File: src/rtl/bus_width_pkg.sv
// Shared definitions for the width-adapter family: MODE encodings and a
// small decode helper used by every block that accepts a MODE input.
package bus_width_pkg;

  typedef enum logic [1:0] {
    MODE_PACK = 2'b00,
    MODE_ZEXT = 2'b01,
    MODE_SEXT = 2'b10,
    MODE_RSVD = 2'b11
  } mode_e;

  // The reserved code falls back to packing, so only two codes select a single-beat extend.
  function automatic logic is_extend_mode(input logic [1:0] mode);
    return (mode == MODE_ZEXT) || (mode == MODE_SEXT);
  endfunction

endpackage

File: src/rtl/bus_extend.sv
// Combinational zero/sign extension of one IN_W beat to OUT_W bits.
// Also usable on its own in place of the old fixed 8-to-26 splitter.
module bus_extend #(
  parameter int IN_W  = 8,
  parameter int OUT_W = 32
) (
  input  logic [IN_W-1:0]  i_data,
  input  logic             i_sign,
  output logic [OUT_W-1:0] o_data
);

  logic w_fill;

  assign w_fill = i_sign & i_data[IN_W-1];

  for (genvar g = 0; g < OUT_W; g++) begin : g_bit
    if (g < IN_W) begin : g_in
      assign o_data[g] = i_data[g];
    end else begin : g_ext
      assign o_data[g] = w_fill;
    end
  end

endmodule

File: src/rtl/bus_width_packer.sv
// Widens a narrow valid/ready beat stream to an IN_W*RATIO word bus by packing
// RATIO beats little-endian, or by zero/sign-extending single beats; FLUSH emits a partial word.
module bus_width_packer
  import bus_width_pkg::*;
#(
  parameter int IN_W  = 8,
  parameter int RATIO = 4,
  parameter int BW    = $clog2(RATIO + 1)
) (
  input  logic                  CLK,
  input  logic                  RST,
  input  logic [1:0]            MODE,
  input  logic [IN_W-1:0]       IN_DATA,
  input  logic                  IN_VALID,
  output logic                  IN_READY,
  input  logic                  FLUSH,
  output logic [IN_W*RATIO-1:0] OUT_DATA,
  output logic [BW-1:0]         OUT_BEATS,
  output logic                  OUT_VALID,
  input  logic                  OUT_READY
);

  localparam int              OUT_W      = IN_W * RATIO;
  localparam logic [BW-1:0]   LAST_CNT   = BW'(RATIO - 1);
  localparam logic [BW-1:0]   FULL_BEATS = BW'(RATIO);

  logic [OUT_W-1:0] r_acc;
  logic [BW-1:0]    r_cnt;
  logic             r_fp;
  logic [OUT_W-1:0] r_out_data;
  logic [BW-1:0]    r_out_beats;
  logic             r_out_valid;

  logic             w_out_free;
  logic             w_accept;
  logic             w_cnt_zero;
  logic             w_is_ext;
  logic             w_sign;
  logic             w_fp_eff;
  logic             w_flush_emit;
  logic [OUT_W-1:0] w_beat_wide;
  logic [OUT_W-1:0] w_beat_shifted;
  logic [OUT_W-1:0] w_acc_merged;
  logic [OUT_W-1:0] w_ext_data;
  logic [OUT_W-1:0] w_acc_nxt;
  logic [BW-1:0]    w_cnt_nxt;
  logic             w_load;
  logic [OUT_W-1:0] w_load_data;
  logic [BW-1:0]    w_load_beats;
  logic             w_fp_nxt;

  // Handshake: a transfer happens on a rising edge where valid && ready; a producer
  // holds data stable while valid && !ready, and ready never waits on valid.
  assign w_out_free = !r_out_valid || OUT_READY;
  assign IN_READY   = w_out_free;
  assign w_accept   = IN_VALID && w_out_free;

  // MODE only matters at a word boundary; mid-word beats always pack.
  assign w_cnt_zero = (r_cnt == '0);
  assign w_is_ext   = w_cnt_zero && is_extend_mode(MODE);
  assign w_sign     = (MODE == MODE_SEXT);

  assign w_beat_wide    = {{(OUT_W - IN_W){1'b0}}, IN_DATA};
  assign w_beat_shifted = w_beat_wide << (int'(r_cnt) * IN_W);
  assign w_acc_merged   = r_acc | w_beat_shifted;

  // A FLUSH arriving this cycle acts immediately when nothing else claims the output.
  assign w_fp_eff     = r_fp || FLUSH;
  assign w_flush_emit = w_fp_eff && !w_cnt_zero && w_out_free && !w_accept;

  bus_extend #(
    .IN_W  (IN_W),
    .OUT_W (OUT_W)
  ) u_extend (
    .i_data (IN_DATA),
    .i_sign (w_sign),
    .o_data (w_ext_data)
  );

  always_comb begin
    w_acc_nxt    = r_acc;
    w_cnt_nxt    = r_cnt;
    w_load       = 1'b0;
    w_load_data  = r_out_data;
    w_load_beats = r_out_beats;
    if (w_accept && w_is_ext) begin
      w_load       = 1'b1;
      w_load_data  = w_ext_data;
      w_load_beats = BW'(1);
    end else if (w_accept) begin
      if (r_cnt == LAST_CNT) begin
        w_load       = 1'b1;
        w_load_data  = w_acc_merged;
        w_load_beats = FULL_BEATS;
        w_acc_nxt    = '0;
        w_cnt_nxt    = '0;
      end else begin
        w_acc_nxt = w_acc_merged;
        w_cnt_nxt = r_cnt + BW'(1);
      end
    end else if (w_flush_emit) begin
      // Upper beats of r_acc are already zero because the accumulator clears per word.
      w_load       = 1'b1;
      w_load_data  = r_acc;
      w_load_beats = r_cnt;
      w_acc_nxt    = '0;
      w_cnt_nxt    = '0;
    end
    w_fp_nxt = w_fp_eff && (w_cnt_nxt != '0) && !w_flush_emit;
  end

  always_ff @(posedge CLK) begin
    if (RST) begin
      r_acc       <= '0;
      r_cnt       <= '0;
      r_fp        <= 1'b0;
      r_out_data  <= '0;
      r_out_beats <= '0;
      r_out_valid <= 1'b0;
    end else begin
      r_acc <= w_acc_nxt;
      r_cnt <= w_cnt_nxt;
      r_fp  <= w_fp_nxt;
      if (w_load) begin
        r_out_data  <= w_load_data;
        r_out_beats <= w_load_beats;
        r_out_valid <= 1'b1;
      end else if (OUT_READY) begin
        r_out_valid <= 1'b0;
      end
    end
  end

  assign OUT_DATA  = r_out_data;
  assign OUT_BEATS = r_out_beats;
  assign OUT_VALID = r_out_valid;

endmodule

File: config.mk
export PLATFORM = sky130hd
export DESIGN_NAME = bus_width_packer
export DESIGN_NICKNAME = d
export VERILOG_FILES = /design/src/rtl/bus_width_pkg.sv /design/src/rtl/bus_extend.sv /design/src/rtl/bus_width_packer.sv
export SDC_FILE = /design/constraint.sdc
export NUM_CORES = 1
export LEC_CHECK = 0
export CORE_UTILIZATION = 54
export DETAILED_ROUTE_END_ITERATION = 8
export PLACE_DENSITY = 0.88
export SLEW_MARGIN = 40
export SYNTH_ARGS = -nofsm -noshare
export SYNTH_HDL_FRONTEND = slang
export SYNTH_SLANG_ARGS = --single-unit
export TNS_END_PERCENT = 10
File: constraint.sdc
create_clock -name CLK -period 2.5 [get_ports CLK]
set_clock_uncertainty 0.05 [all_clocks]
set_input_delay 0.5 -clock CLK [delete_from_list [all_inputs] [get_ports CLK]]
set_output_delay 0.5 -clock CLK [all_outputs]
set_load 0.005 [all_outputs]
# Yosys cells after proc, flatten, opt, wreduce, memory -nomap -nowiden
# Index checks and enable logic that the tools add are counted.
[totals]
output_inout_bits = 37
inputBits = 15
ff_bits = 72
[classes]
n_addsub = 1
n_reduce_logical = 22
bitwise = 3
mux = 21
n_eq_ne = 4
shifts = 1
[ops]
columns = ["operator", "count"]
rows = [
  ["$mux W32", 7],
  ["$or A32 B32 Y32", 1],
  ["$shl A8 B6 Y32", 1],
  ["$mux W3", 8],
  ["$logic_and A1 B1 Y1", 8],
  ["$mux W1", 6],
  ["$reduce_bool A3 Y1", 2],
  ["$logic_not A1 Y1", 4],
  ["$reduce_bool A2 Y1", 2],
  ["$add A3 B1 Y3 const B", 1],
  ["$eq A3 B2 Y1 const B", 1],
  ["$logic_not A3 Y1", 1],
  ["$logic_or A1 B1 Y1", 3],
  ["$ne A3 B1 Y1 const B", 1],
  ["$reduce_and A3 Y1", 1],
  ["$eq A2 B1 Y1 const B", 1],
  ["$eq A2 B2 Y1 const B", 1],
  ["$reduce_and A2 Y1", 1],
  ["$and A1 B1 Y1", 1],
  ["$not A1 Y1", 1],
]

# Depth between registers and ports, before layout
# Gate-level depths: netlist of the first run.
[logic_depth]
depth_word = 11
ltp_mapped = 8

# Modules after synthesis
# A second synthesis of the first run with hierarchy kept.
[unflattened]
hier_cells = 356
hier_area_um2 = 3309.4
[by_module_without_submodules]
columns = ["module", "area_each_um2", "instances", "cells_each"]
rows = [
  ["bus_width_packer", 3062.9, 1, 323],
  ["bus_extend", 246.5, 1, 33],
]

# Worst setup path after synthesis of the first run
# OpenSTA, ideal clock, no wires.
[synth_timing]
kind = "input to register"
from = "input MODE[0]"
to = "register r_out_data[12] (netlist: OUT_DATA[12])"
setup_ns = 0.119
stages = 7
setup_slack_ns = 0.379
arrival_time_ns = 1.952
path_cell_list = "inv_1 > ha_1 > nand2b_1 > a2111oi_4 > a21oi_2 > buf_4 > o221a_2"
[synth_via]
elab_chain_cells = 6
[synth_lines]
columns = ["element", "line", "text"]
rows = [
  ["start: declaration", "bus_width_packer.sv:12", "input logic [1:0] MODE,"],
  ["$eq A2 B1 Y1 or $eq A2 B2 Y1 (tied branches)", "bus_width_pkg.sv:14, bus_width_packer.sv:61", ""],
  ["$logic_or A1 B1 Y1", "bus_width_pkg.sv:14", "return (mode == MODE_ZEXT) || (mode == MODE_SEXT);"],
  ["$logic_and A1 B1 Y1", "bus_width_packer.sv:60", "assign w_is_ext = w_cnt_zero && is_extend_mode(MODE);"],
  ["$logic_and A1 B1 Y1", "bus_width_packer.sv:86", "if (w_accept && w_is_ext) begin"],
  ["$ne A3 B1 Y1 (no source line), or another cell as far along", "-", ""],
  ["$reduce_and A3 Y1 (no source line)", "-", ""],
  ["end signal: assignment", "bus_width_packer.sv:125", "r_out_data <= w_load_data;"],
  ["end: declaration", "bus_width_packer.sv:30", "logic [OUT_W-1:0] r_out_data;"],
]
# Parallel ways exist; a longest one is shown, timed or not.
# A chain may end at the register's enable or synchronous reset.

# Worst setup path after layout of the first run
[layout_timing]
from = "input OUT_READY"
to = "output IN_READY"
[layout_via]
elab_chain_cells = 1
[layout_lines]
columns = ["element", "line", "text"]
rows = [
  ["start: declaration", "bus_width_packer.sv:20", "input logic OUT_READY"],
  ["$logic_or A1 B1 Y1", "bus_width_packer.sv:54", "assign w_out_free = !r_out_valid || OUT_READY;"],
  ["end: declaration", "bus_width_packer.sv:15", "output logic IN_READY,"],
]
# Every way passes these cells.

==> reports/results.ini, run 1 <==
[run_status]
outcome=completed

[cts]
cts-root-buf=clkbuf_8
clockBufferDepth=2
postCtsHoldBufs=0
cts.repair.resized=0
clk_pin_slew_ns=0.07
tritoncts=yes
clkSinkCount=72
insertion_delay_ns=0.36
cts_made_buffers=9
post-cts-setup-buffers=0
h-tree-depth=3

[synthesis]
avgSynthCellArea_um2=9.64
synthesis.area_mm2=0.00351
async_flop_share_pct=0
netlist_instances=364
synth_top_area_share_pct=41.1
yosys-top-cells-area=dfxtp_1 (41%), o211ai_1 (6.8%), a21oi_1 (6.7%)
synth_cell_types=46
synth-seq-cells=72
yosysTopAreaCell=dfxtp_1
synthFlopType=dfxtp_1
synth-edff-count=0
seq_area_frac_synth_pct=41.1
syn_nets=382
synth_warnings=0

[critical_path]
r2r_cells=7
timing.rr.end=r_acc[27]
critPathSlowestCell=clkdlybuf4s50_1
crit_chain=clkdlybuf4s50_1 -> nor2b_4 -> inv_2 -> clkdlybuf4s50_1
critPathMaxFanout=8
crit_cells=4
critPathKind=input pin to primary output
required_ns=1.95
crit_top_cell=clkdlybuf4s50_1
slowest_delay_ns=0.44
worstReg2RegStart=r_cnt[0]
crit_family=buffers and inverters
cp_num_buf_inv=3
cp-end-kind=primary output
rrSetupSlack_ns=0.19
worstPathArrival_ns=1.76
start_kind=input pin

[cells_and_area]
final_common_cell=dfxtp_1
seq_area_mm2=0.00144
final_cell_mix=dfxtp_1 (72), clkdlybuf4s50_1 (51), a21oi_1 (47)
final_cells=486
num-fill-cells=506
syn2layout_area_growth_pct=20.6
diodes=0
multi_input_area_mm2=0.00163
drive_gt1_share_pct=19.1
finalNetCount=422

[grt]
track_usage_pct=27.4
grt_max_degree=35
antenna_found_initial=0
grt_pass1_vias=2862
grt_pass1_wl_um=13800
grt_overflow=0

[worst_hold_path]
holdPathStages=2
hp-class=register to register
hold-path-endpoint=r_acc[0]
hold_start=r_acc[0]

[placement]
preCtsSetupSlack_ns=-0.166
placed_cells=470
dp_hpwl_um=5540
place_congestion=0.908
io_buffers=51

[sta]
setup_viol=0
worst_slew_pin_slew_ns=0.544
finalSetupTns_ns=0
slew_headroom_pct=63.5
max_freq_mhz=432
rsz0062_at_grt=false
layout_setup_ws_ns=0.186
final_hold_viol_count=0
fin_crit_sh_pct=92.6
hold-worst-slack_ns=0.406
finalMaxSlewViolations=0
min_period_ns=2.31

[die]
io_pins=52
die_h_um=82.6
fp.dieW_um=82.6
dieArea_mm2=0.00682
start_util_pct=55.6
design.core.area_mm2=0.00631
rows=29

[route]
num_vias=3098
drt_wl_total_um=8640
avgRoutedWirePerCell_um=17.8
viasPerCell=6.37
dr.pass1.iters=5
drc=0
ant_nets=0
initialDrtViolationCount=339

[flow_run]
drv_cap=0

[power_and_ir_drop]
leakage_nw=1.44
irDropWorstVdd_v=0.000451
powerDensity_mw_per_mm2=696

synthesized netlist by cell type, types with 3 or more instances:
cell / instances
buf_4: 11
nor3_1: 4
buf_6: 3
o31ai_1: 8
a21oi_1: 47
nand4_1: 25
ha_1: 3
clkbuf_1: 11
o221a_1: 20
a21oi_2: 21
nand3_1: 6
dfxtp_1: 72
o211ai_1: 32
buf_2: 14
inv_1: 37
nor2_1: 4
a22oi_1: 8
o221a_2: 4
how the worst max path moves through the flow:
stage              start           end  slack (ns)
6_report       OUT_READY      IN_READY        0.19
5_1_grt         r_cnt[0]     r_acc[27]        0.05
4_1_cts        OUT_READY      IN_READY        0.18
3_5_place_dp     MODE[0]   OUT_DATA[8]       -0.17
3_3_place_gp     MODE[0]   OUT_DATA[8]       -0.12
2_1_floorplan    MODE[0]  OUT_DATA[12]        0.38
final cells by class:
class | count | area share, %
clock buffers | 10 | 3.25
clock inverters | 6 | 1.39
inverters | 39 | 3.46
multi-input cells | 209 | 38.4
flip-flops and latches | 72 | 34.1
well taps | 77 | 2.28
repair buffers | 73 | 17.1
registers in the layout (all words and copies together) (netlist names):
signal	flops
OUT_DATA	32
r_acc	32
OUT_BEATS	3
r_cnt	3
OUT_VALID	1
r_fp	1
power breakdown:
part / leakage [nW] / switching, mW / total (mW) / internal [mW]
combinational: 0.745 / 0.357 / 0.707 / 0.350
sequential: 0.588 / 0.0595 / 1.31 / 1.25
clock: 0.106 / 0.445 / 0.927 / 0.482
routing by layer:
layer	vias up	part of all wire, %	global-route usage [%]
li1	1445	-	-
met1	1466	43	33.4
met2	168	48	44.8
met3	19	7.4	5.93
met4	0	2.5	14.8
met5	-	0	0
through the flow:
step	util [%]	instance area [µm²]	total power, mW
global placement	63.9	4040	2.02
floorplan	-	3510	1.76
detailed placement	63.9	4040	2.04
finish	67.0	4230	2.94
CTS	67.0	4230	2.95
global route	67.0	4230	3.07
logic make-up after synthesis:
| kind of cell | synth area share (%) |
|---|---|
| buffers and inverters | 12.8 |
| AOI/OAI and AO/OA | 33.7 |
| and+or+nand+nor | 11.4 |
| DFF | 41.1 |
| adders and majority gates | 1.07 |
tightest hold or removal path: stages (launching register included):
cell	delay [ns]
dfxtp_1	0.32
inv_1	0.05
a21oi_1	0.05
Power figures use the tool's default switching activity.
==> inputs of run 2 (changes only) <==
--- a/config.mk
+++ b/config.mk
@@ -5,9 +5,10 @@
 export SDC_FILE = /design/constraint.sdc
 export NUM_CORES = 1
 export LEC_CHECK = 0
-export CORE_UTILIZATION = 54
+export ABC_AREA = 1
+export CORE_UTILIZATION = 53
 export DETAILED_ROUTE_END_ITERATION = 8
-export PLACE_DENSITY = 0.88
+export PLACE_DENSITY = 0.87
 export SLEW_MARGIN = 40
 export SYNTH_ARGS = -nofsm -noshare
 export SYNTH_HDL_FRONTEND = slang
==> run 2 against run 1 <==
Register-to-register slack improved by 0.30 ns; critical path type unchanged; design area down 2.8%; sequential share of layout area grew 0.99 points; first-iteration DRC count decreased by 18%; combinational power grew 32%; highest routed layer unchanged.
==> reports/results.ini, run 2 <==
[die]
fp.dieW_um=81.1  ; -1.8%
design.core.area_mm2=0.00599  ; -5.1%
die_h_um=81.1  ; -1.8%
io_pins=52  ; unchanged
dieArea_mm2=0.00658  ; -3.6%
rows=28  ; -3.4%
start_util_pct=55.3  ; -0.22 points

[flow_run]
drv_cap=0  ; unchanged

[sta]
setup_viol=0  ; unchanged
max_freq_mhz=467  ; +8.0%
finalMaxSlewViolations=0  ; unchanged
finalSetupTns_ns=0  ; unchanged
fin_crit_sh_pct=85.7  ; -6.9 points
slew_headroom_pct=50.3  ; -13 points
rsz0062_at_grt=false
worst_slew_pin_slew_ns=0.743  ; +0.199 ns
min_period_ns=2.14  ; -0.171 ns
final_hold_viol_count=0  ; unchanged

[route]
initialDrtViolationCount=278  ; -18%
avgRoutedWirePerCell_um=13.3  ; -25%
drt_wl_total_um=8390  ; -2.9%
ant_nets=0  ; unchanged
viasPerCell=5.30  ; -17%
num_vias=3334  ; +7.6%
dr.pass1.iters=4  ; -1
drc=0  ; unchanged

[cts]
clockBufferDepth=2  ; unchanged
cts-root-buf=clkbuf_8
post-cts-setup-buffers=0  ; unchanged
postCtsHoldBufs=0  ; unchanged
clk_pin_slew_ns=0.07  ; about the same
insertion_delay_ns=0.35  ; about the same
h-tree-depth=3  ; unchanged
cts_made_buffers=9  ; unchanged
clkSinkCount=72  ; unchanged
tritoncts=yes
cts.repair.resized=0  ; unchanged

[grt]
track_usage_pct=27.5  ; +0.11 points
antenna_found_initial=0  ; unchanged
grt_max_degree=36  ; +2.9%
grt_pass1_vias=2993  ; +4.6%
grt_overflow=0  ; unchanged
grt_pass1_wl_um=13600  ; -0.95%

[cells_and_area]
syn2layout_area_growth_pct=24.0
final_common_cell=nand2_1
diodes=0  ; unchanged
num-fill-cells=484  ; -4.3%
fin_util_pct=68.7  ; +1.6 points
drive_gt1_share_pct=7.76  ; -11 points
final_cell_mix=nand2_1 (117), nor2_1 (74), dfxtp_1 (72)
finalNetCount=567  ; +34%

[synthesis]
synth_simple_gate_area_share_pct=27.1  ; +16 points
netlist_instances=497  ; +37%
synthTopCellsByCount=nand2_1 (117), nor2_1 (74), dfxtp_1 (72)
synthesis.area_mm2=0.00332  ; -5.5%
synth_compound_area_share_pct=16.5  ; -17 points
async_flop_share_pct=0  ; unchanged
synthAdderAreaFrac_pct=1.13  ; +0.062 points
synth-seq-cells=72  ; unchanged
synth_top_family_by_area=simple AND/OR/NAND/NOR gates
synth_most_common_cell=nand2_1
synth_xor_area_share_pct=0  ; unchanged
avgSynthCellArea_um2=6.67  ; -31%
yosys-top-cells-area=dfxtp_1 (43%), nand2_1 (13%), nor2_1 (8.4%)
synth_warnings=0  ; unchanged
synth_top_area_share_pct=43.5  ; +2.4 points
yosysTopAreaCell=dfxtp_1
synthFlopType=dfxtp_1
synth_cell_types=23  ; -50%
synthMuxAreaShare_pct=0  ; unchanged
seq_area_frac_synth_pct=43.5  ; +2.4 points
synth-edff-count=0  ; unchanged
syn_nets=515  ; +35%

[critical_path]
critPathMaxFanout=6  ; -2
required_ns=1.95  ; about the same
worstPathArrival_ns=1.59  ; -0.17 ns
critPathKind=input pin to primary output
cp-end-kind=primary output
start_kind=input pin

[power_and_ir_drop]
powerDensity_mw_per_mm2=759  ; +9.2%
leakage_nw=1.89  ; +31%
irDropWorstVdd_v=0.000506  ; +12%
p_total_mw=3.12  ; +6.1%

[placement]
io_buffers=51  ; unchanged
place_congestion=0.866  ; -4.5%
dp_hpwl_um=5750  ; +3.7%

[worst_hold_path]
hp-class=register to register

[run_status]
outcome=completed

-- run 2: cell types whose count changed after synthesis, sizes merged, moves of 17 or more --
cell,change
a21oi,-17
o211ai,-32
nand4,-24
o221a,-24
nand2,+117
nor2,+72
inv,+24
o21ai,+38
-- run 2: per-stage QoR --
stage | hold slack, ns | setup WS [ns] | area, µm² | cells
after global placement | 0.387 | 0.133 | 3930 | 613
after global routing | 0.439 | 0.222 | 4110 | 629
final | 0.407 | 0.357 | 4110 | 629
after CTS | 0.404 | 0.356 | 4110 | 629
after detailed placement | 0.394 | 0.0106 | 3930 | 613
after floorplan | 0.378 | 0.564 | 3320 | 497
-- run 2: path summary, 6_finish.rpt --
path	endpoint	slack (ns)	from	depth (start not counted)
hold reg to reg	r_acc[23]	0.41	r_acc[23]	2
setup reg to reg	OUT_BEATS[0]	0.49	r_cnt[0]	10
setup / recovery	IN_READY	0.36	OUT_READY	4
hold / removal	r_acc[23]	0.41	r_acc[23]	2
-- run 2: routing by layer --
| metal | GRT usage, % | vias up | part of all wire [%] |
|---|---|---|---|
| met3 | 5.17 | 21 | 7.8 |
| met2 | 43.4 | 162 | 46 |
| li1 | - | 1671 | - |
| met4 | 11.8 | 0 | 2.1 |
| met5 | 0 | - | 0 |
| met1 | 36.5 | 1480 | 44 |
-- run 2: kinds of logic (layout without fill, tap and decap cells) --
group,Yosys count,in the layout
adder cells (fa/ha/maj),3,3
buffers and inverters,92,149
flip-flops,72,72
AO/OA/AOI/OAI,105,105
AND/OR/NAND/NOR,225,225
-- run 2: critical path, stage by stage --
cell             delay (ns)
clkdlybuf4s50_1        0.47
inv_2                  0.04
nand2_4                0.08
clkdlybuf4s50_1        0.50
-- run 2: area by class of cell --
cell class	instances	area, µm²	area share [%]
repair buffers	68	663	16.1
flip-flops and latches	72	1440	35.0
multi-input cells	333	1490	36.1
inverters	65	244	5.93
clock buffers	14	173	4.20
well taps	75	93.8	2.28
clock inverters	2	12.5	0.304
-- run 2: report_power, final --
part / internal [mW] / switching (mW) / total [mW]
Clock: 0.441 / 0.418 / 0.860
Combinational: 0.400 / 0.531 / 0.932
Sequential: 1.27 / 0.0610 / 1.33
==> inputs of run 3 (changes only) <==
--- a/config.mk
+++ b/config.mk
@@ -8,8 +8,9 @@
 export ABC_AREA = 1
 export CORE_UTILIZATION = 53
 export DETAILED_ROUTE_END_ITERATION = 8
+export HOLD_SLACK_MARGIN = 0.08
 export PLACE_DENSITY = 0.87
-export SLEW_MARGIN = 40
+export SLEW_MARGIN = 30
 export SYNTH_ARGS = -nofsm -noshare
 export SYNTH_HDL_FRONTEND = slang
 export SYNTH_SLANG_ARGS = --single-unit
==> results of run 3 <==
Same layout as run 2: the final DEF is identical, and so are final timing and power.
